===== src/rtl/jtframe_romarb_pkg.sv =====
// Shared types and constants for the romrq-to-SDRAM-bank arbiter.
package jtframe_romarb_pkg;

  localparam int ROMARB_MAXSLOT = 4;
  localparam int GNT_W          = $clog2(ROMARB_MAXSLOT);

  typedef enum logic [1:0] {
    IDLE      = 2'd0,
    WAIT_ACK  = 2'd1,
    WAIT_DATA = 2'd2
  } romarb_state_t;

endpackage


===== src/rtl/jtframe_romarb_pick.sv =====
// Combinational request picker: first pending request found searching
// cyclically from start; returns one-hot grant, its index and a valid flag.
module jtframe_romarb_pick
  import jtframe_romarb_pkg::*;
#(
  parameter int NSLOT = 2
) (
  input  logic [NSLOT-1:0] req,
  input  logic [GNT_W-1:0] start,
  output logic [NSLOT-1:0] grant,
  output logic [GNT_W-1:0] idx,
  output logic             any
);

  localparam int PW = GNT_W + 1;

  logic [PW-1:0] pos;

  always_comb begin
    grant = '0;
    idx   = '0;
    any   = 1'b0;
    pos   = '0;
    for (int k = 0; k < NSLOT; k++) begin
      // start < NSLOT, so one subtraction is enough to wrap
      pos = {1'b0, start} + PW'(k);
      if (pos >= PW'(NSLOT)) pos = pos - PW'(NSLOT);
      for (int i = 0; i < NSLOT; i++) begin
        if (!any && req[i] && (pos[GNT_W-1:0] == GNT_W'(i))) begin
          any      = 1'b1;
          idx      = GNT_W'(i);
          grant[i] = 1'b1;
        end
      end
    end
  end

endmodule


===== src/rtl/jtframe_romrq_arb.sv =====
// Arbiter from several romrq slots to one SDRAM bank port. Build with
// JTFRAME_ROMARB_RR_EN for round-robin; otherwise the lowest slot wins.
module jtframe_romrq_arb
  import jtframe_romarb_pkg::*;
#(
  parameter int SDRAMW = 22,
  parameter int NSLOT  = 2
) (
  input  logic                    clk,
  input  logic                    rst,
  input  logic [NSLOT-1:0]        slot_req,
  input  logic [NSLOT*SDRAMW-1:0] slot_addr,
  output logic [NSLOT-1:0]        slot_we,
  output logic [15:0]             slot_din,
  output logic                    slot_dst,
  output logic                    slot_dok,
  output logic                    sdram_req,
  output logic [SDRAMW-1:0]       sdram_addr,
  input  logic                    sdram_ack,
  input  logic                    sdram_dst,
  input  logic                    sdram_rdy,
  input  logic [15:0]             sdram_din,
  output romarb_state_t           state_dbg
);

  // Handshake: sdram_req is held with a stable sdram_addr until the
  // one-cycle sdram_ack; the burst then returns as dst (word 0) and rdy
  // (word 1) pulses, both landing while slot_we is high. Once raised, a
  // request always runs to rdy regardless of slot_req.
  romarb_state_t     state, state_nxt;
  logic [NSLOT-1:0]  gnt_oh, gnt_oh_nxt, slot_we_nxt, pick_oh;
  logic [GNT_W-1:0]  pick_idx, start_idx;
  logic              pick_any, req_nxt;
  logic [SDRAMW-1:0] addr_nxt, pick_addr;

  assign slot_din  = sdram_din;
  assign slot_dst  = sdram_dst;
  assign slot_dok  = sdram_rdy;
  assign state_dbg = state;

  jtframe_romarb_pick #(.NSLOT(NSLOT)) u_pick (
    .req   (slot_req),
    .start (start_idx),
    .grant (pick_oh),
    .idx   (pick_idx),
    .any   (pick_any)
  );

`ifdef JTFRAME_ROMARB_RR_EN
  logic [GNT_W-1:0] rr_ptr;

  assign start_idx = rr_ptr;

  // Holds the slot after the last grant, i.e. where the next search begins
  always_ff @(posedge clk) begin
    if (rst) begin
      rr_ptr <= '0;
    end else if (state == IDLE && pick_any) begin
      rr_ptr <= (pick_idx == GNT_W'(NSLOT-1)) ? '0 : pick_idx + 1'b1;
    end
  end
`else
  assign start_idx = '0;
`endif

  always_comb begin
    pick_addr = '0;
    for (int i = 0; i < NSLOT; i++) begin
      if (pick_idx == GNT_W'(i)) pick_addr = slot_addr[i*SDRAMW +: SDRAMW];
    end
  end

  always_comb begin
    state_nxt   = state;
    req_nxt     = sdram_req;
    addr_nxt    = sdram_addr;
    slot_we_nxt = slot_we;
    gnt_oh_nxt  = gnt_oh;
    case (state)
      IDLE: begin
        if (pick_any) begin
          addr_nxt   = pick_addr;
          req_nxt    = 1'b1;
          gnt_oh_nxt = pick_oh;
          state_nxt  = WAIT_ACK;
        end
      end
      WAIT_ACK: begin
        if (sdram_ack) begin
          req_nxt     = 1'b0;
          slot_we_nxt = gnt_oh;
          state_nxt   = WAIT_DATA;
        end
      end
      WAIT_DATA: begin
        if (sdram_rdy) begin
          slot_we_nxt = '0;
          state_nxt   = IDLE;
        end
      end
      default: state_nxt = IDLE;
    endcase
  end

  always_ff @(posedge clk) begin
    if (rst) begin
      state      <= IDLE;
      sdram_req  <= 1'b0;
      sdram_addr <= '0;
      slot_we    <= '0;
      gnt_oh     <= '0;
    end else begin
      state      <= state_nxt;
      sdram_req  <= req_nxt;
      sdram_addr <= addr_nxt;
      slot_we    <= slot_we_nxt;
      gnt_oh     <= gnt_oh_nxt;
    end
  end

endmodule

===== config.mk =====
export PLATFORM = sky130hd
export DESIGN_NAME = jtframe_romrq_arb
export DESIGN_NICKNAME = d
export VERILOG_FILES = /design/src/rtl/jtframe_romarb_pkg.sv /design/src/rtl/jtframe_romarb_pick.sv /design/src/rtl/jtframe_romrq_arb.sv
export SDC_FILE = /design/constraint.sdc
export NUM_CORES = 1
export LEC_CHECK = 0
export CORE_UTILIZATION = 30
export CTS_CLUSTER_DIAMETER = 200
export DETAILED_ROUTE_END_ITERATION = 10
export DONT_BUFFER_PORTS = 1
export SLEW_MARGIN = 20
export SYNTH_ARGS = -nofsm -noshare
export SYNTH_HDL_FRONTEND = slang
export SYNTH_SLANG_ARGS = --single-unit

===== constraint.sdc =====
create_clock -name clk -period 1.5 [get_ports clk]
set_clock_uncertainty 0.15 [all_clocks]
set_input_delay 0.3 -clock clk [delete_from_list [all_inputs] [get_ports clk]]
set_output_delay 0.3 -clock clk [all_outputs]
set_load 0.005 [all_outputs]

# --- Word-level counts from Yosys, hierarchy flattened ---
# Cells that the tools add are included.
word_totals:
  reg_bits: 29
  input_bits: 67
  output_inout_bits: 45
  elab_cells: 36
classes:
  n_eq_ne: 6
  mux: 15
  reduce_logical: 10
op_table:
  columns: ["op", "n"]
  rows:
  - ["$mux 22", 2]
  - ["$reduce_and 3->1", 3]
  - ["$mux 2", 4]
  - ["$mux 1", 6]
  - ["$ne 2x2->1 const B", 3]
  - ["$pmux 2 s3", 1]
  - ["$eq 2x1->1 const B", 2]
  - ["$logic_not 2->1", 2]
  - ["$pmux 2 s2", 1]
  - ["$reduce_bool 2->1", 2]
  - ["$eq 2x2->1 const B", 1]
  - ["$pmux 1 s2", 1]
  - ["$reduce_and 2->1", 1]
  - ["$logic_and 1x1->1", 1]
  - ["$logic_not 1->1", 1]

# --- Depth between registers and ports, before layout ---
logic_depth:
  depth_word: 7
  mapped_depth: 5
  ltp_nobuf: 3

# --- Modules after synthesis ---
# A second synthesis with hierarchy kept.
unflattened:
  cells_unflattened: 135
  area_unflattened_um2: 1582.8
modules_own_cells:
  columns: ["mod", "n_inst", "cells_each", "area_each_um2", "seq_area_each_um2"]
  rows:
  - ["jtframe_romrq_arb", 1, 126, 1526.5, 580.6]
  - ["jtframe_romarb_pick", 1, 9, 56.3, 0.0]

# --- Least setup slack after synthesis ---
# Ideal clock, no wire load.
synth_timing:
  kind: "in2reg"
  from: "in slot_req[0]"
  to: "reg sdram_addr[11]"
  setup_ps: 134
  t_arrival_ps: 985
  t_required_ps: 1216
  path_slack_ps: 231
  path_stages: 5
  path_buffers: 2
  path_cell_list: "or2_1 > buf_6 > buf_6 > a21oi_1 > a211oi_2"
synth_between:
  elab_chain_cells: 7
  elab_cells_between_ends: 10
  classes_between: "eq/ne (1); mux (5); reduce/logical (4)"
synth_rtl:
  columns: ["item", "line", "source"]
  rows:
  - ["start, declared", "jtframe_romrq_arb.sv:11", "input logic [NSLOT-1:0] slot_req,"]
  - ["$mux 1 (*)", "jtframe_romarb_pick.sv:29", "if (!any && req[i] && (pos[GNT_W-1:0] == GNT_W'(i))) begin"]
  - ["$logic_not 1->1", "jtframe_romarb_pick.sv:29", null]
  - ["$logic_and 1x1->1", null, null]
  - ["$mux 1", "jtframe_romarb_pick.sv:29", null]
  - ["$logic_not 2->1", "jtframe_romrq_arb.sv:69", "if (pick_idx == GNT_W'(i)) pick_addr = slot_addr[i*SDRAMW +: SDRAMW];"]
  - ["$mux 22 (2 in a row)", "jtframe_romrq_arb.sv:69", null]
  - ["end signal, assigned", "jtframe_romrq_arb.sv:115", "sdram_addr <= addr_nxt;"]
  - ["end, declared", "jtframe_romrq_arb.sv:18", "output logic [SDRAMW-1:0] sdram_addr,"]
# Mark *: on every way between the ends. The rest lies on a longest branch, timed or not.
# A chain may end at the register's enable or synchronous reset.

# --- Worst setup path after layout ---
layout_timing:
  from: "reg state[1], in the netlist state_dbg[1]"
  to: "reg sdram_addr[13]"
layout_between:
  elab_chain_cells: 2
layout_rtl:
  columns: ["item", "line", "source"]
  rows:
  - ["start, declared", "jtframe_romrq_arb.sv:30", "romarb_state_t state, state_nxt;"]
  - ["start signal, assigned", "jtframe_romrq_arb.sv:113", "state <= state_nxt;"]
  - ["$logic_not 2->1", "jtframe_romrq_arb.sv:79", "case (state)"]
  - ["$reduce_and 2->1 (no line)", null, null]
# Every way passes these cells.

==> results.yml <==
run_status:
  status: "completed"
critical_path:
  r2r_end: "sdram_addr[13]"
  crit_arrival_ns: 1.35
  worst_ep_required_time_ns: 1.54
  startpoint: "state_dbg[1]"
  end_kind: "flip-flop"
  reg2reg_slack_ns: 0.19
  crit-reg2reg-launch: "state_dbg[1]"
  crit_fanout: 46
  path_class: "reg2reg"
  cp-endpoint: "sdram_addr[13]"
  start_kind: "flip-flop"
  rr_worst_depth: 4
logic_synthesis:
  yosysUniqueCellTypes: 26
  synth.area.mux_share: 0
  synth-adder-area-share: 0
  ys_ff_latch: 29
  synth_common_cells: "dfxtp_1 (29), a21oi_1 (27), buf_4 (20), a211oi_1 (17), nor2_1 (17)"
  yosysMostFrequentCell: "dfxtp_1"
  synth_compound_area_frac: 0.339
  syn-num-nets: 240
  yosys.area.top_type: "dfxtp_1"
  syn_area_sq_um: 1550
  synth.top_cell.area_share: 0.375
  synthCells: 173
  synth_simple_gate_area_frac: 0.122
  synth-edff-count: 0
  async_flop_share: 0
  netlist_top_cells_area: "dfxtp_1 (37%), buf_4 (9.7%), a21oi_1 (8.7%)"
  synth_xor_xnor_area_share: 0
  yosysWarnings: 0
  avgSynthCellArea_sq_um: 8.95
  synth_top_flop_cell: "dfxtp_1"
  synth_top_family_by_area: "compound AO/OA/AOI/OAI gates"
  synth-seq-area-share: 0.375
clock_network:
  clk_pin_slew_ns: 0.06
  cts-resized-gates: 0
  cts_tree: "done"
  clock_tree.root_cell: "clkbuf_8"
  cts_buffers: 5
  cts_htree_levels: 2
  cts_num_sinks: 29
  clk_path_buf_depth: 2
  clk_latency_ns: 0.27
  cts_setup_buffers: 0
placement:
  pre_cts_ws_ns: 0.182
  gp_congestion: 0.692
  dp_cells: 213
  port_buffers: 0
  hpwlAfterDp_mm: 2.45
timing:
  finalCritPeriodShare: 0.874
  worst_slew_pin_slew_ns: 0.285
  finalSetupViolations: 0
  final_max_slew_viol_count: 0
  fin_ws_ns: 0.189
  max_freq_ghz: 0.763
  slew_headroom: 0.809
  rsz0062_at_grt: "no"
  setup_tns_ns: 0
  finalHoldViolCount: 0
  timing.final.crit_period_ns: 1.31
drt:
  drt_iter0_drc: 44
  wirelength_mm: 3.52
  num_vias: 1177
  firstDrtPassIters: 4
  routed_via_density: 5.28
  drcViolationCount: 0
  ant_nets: 0
  wire_per_inst_um: 15.8
pwr:
  ir_drop_v: 0.000390
  seqPwrFrac: 0.493
  p_sw_mw: 0.505
  p_leak_nw: 0.527
  cellPowerDensity_nw_per_um2: 1190
  switching_share: 0.271
  p_comb_frac: 0.163
  p_int_mw: 1.36
  p_clk_frac: 0.344
layout:
  fin_cells: 223
  n_fill_cell: 526
  areaGrowthSynthToFinish_pct: 1.13
  multiInputGateArea_sq_um: 714
  final_layout_size_suffix_gt1_frac: 0.147
  nNetsFinal: 223
  regArea_sq_um: 581
  diodes: 0
floorplan:
  coreArea_sq_um: 4850
  die_w_um: 73.9
  initial_core_util: 0.319
  io_pins: 112
  die_area_sq_um: 5450
  num_rows: 25
  die_h_um: 73.9
grt:
  grt_overflow: 0
  grtUsageTotal: 0.133
  antenna_found_initial: 0
  grt_max_degree: 47
  grt_pass1_wl_mm: 5.32
  grt_pass1_vias: 1035
flow_run:
  drv_cap: 0
hold_path:
  hold_class: "in2reg"
## worst min path at each step
stage / start / end / slack [ns] / cells past startpoint
after floorplan: sdram_ack / state_dbg[0] / 0.26 / 1
after global placement: rst / gnt_oh[1] / 0.22 / 1
after detailed placement: rst / gnt_oh[1] / 0.22 / 1
after CTS: slot_req[0] / gnt_oh[0] / 0.0008 / 2
after global routing: slot_req[0] / gnt_oh[0] / 0.009 / 2
final: slot_req[0] / gnt_oh[0] / 0.01 / 2
## area by class of cell
| cell class | instances | area share |
|---|---|---|
| multi-input cells | 110 | 0.456 |
| flip-flops and latches | 29 | 0.371 |
| repair buffers | 9 | 0.0623 |
| clock buffers | 7 | 0.0551 |
| well taps | 67 | 0.0535 |
| inverters | 1 | 0.00240 |
## cells by family (layout without fill, tap and decap cells)
logic type,after synthesis,count (layout)
AOI/OAI and AO/OA,71,71
buffers and inverters,34,17
DFF,29,29
and+or+nand+nor,39,39
## what timing repair did
action / 4_1_cts / 5_1_grt
hold buffers: 3 / 0
setup endpoints to repair: 0 / 0
hold endpoints to repair: 29 / 0
## state kept, by name, summed over array words and instances (netlist names)
| signal | count |
|---|---|
| slot_we | 2 |
| sdram_req | 1 |
| sdram_addr | 22 |
| gnt_oh | 2 |
| state_dbg | 2 |
## power by group through the flow
stage                     clock, mW  sequential [mW]  combinational (mW)
after floorplan                   0            0.921               0.312
after global placement            0            0.939               0.278
after detailed placement          0            0.937               0.285
after CTS                     0.666            0.921               0.308
after global routing          0.703            0.930               0.340
final                         0.641            0.920               0.303
## stage by stage
stage                     total power, mW  instance area [sq um]  hold WS, ns   util
after floorplan                      1.23                   1550        0.255      -
after global placement               1.22                   1440        0.219  0.297
after detailed placement             1.22                   1440        0.221  0.297
after CTS                            1.90                   1570     0.000759  0.323
after global routing                 1.97                   1570      0.00872  0.323
final                                1.86                   1570       0.0142  0.323
## metal layers
metal | routed length (um) | track usage
met3 | 444 | 0.0741
met5 | 0 | 0
met1 | 1450 | 0.153
met2 | 1600 | 0.200
met4 | 29 | 0.0641
## critical path: stages, from the launching register on
cell	delay, ns
dfxtp_1	0.37
nor2_4	0.14
buf_12	0.22
a21oi_1	0.11
a311oi_2	0.23
## cell usage in the layout, fill, tap and decap left out
master | synthesis | layout
a2111oi_1 | 1 | 1
a211oi_1 | 17 | 17
a211oi_2 | 2 | 2
a21bo_2 | 1 | 1
a21oi_1 | 27 | 27
a22oi_1 | 1 | 1
a311oi_2 | 4 | 4
and2_4 | 1 | 1
and3b_1 | 1 | 1
buf_12 | 0 | 2
buf_4 | 20 | 5
clkbuf_1 | 2 | 1
clkbuf_8 | 0 | 6
clkinv_1 | 1 | 1
dfxtp_1 | 29 | 29
dlygate4sd3_1 | 0 | 2
nand2_1 | 11 | 11
nand2b_2 | 1 | 1
nand3_1 | 2 | 2
nand3b_1 | 2 | 2
nor2_1 | 17 | 17
nor2_4 | 1 | 1
nor2b_1 | 1 | 1
o22ai_1 | 3 | 3
o2bb2ai_1 | 15 | 15
or2_1 | 1 | 1
or3b_1 | 1 | 1
(Power assumes the default switching activity.)
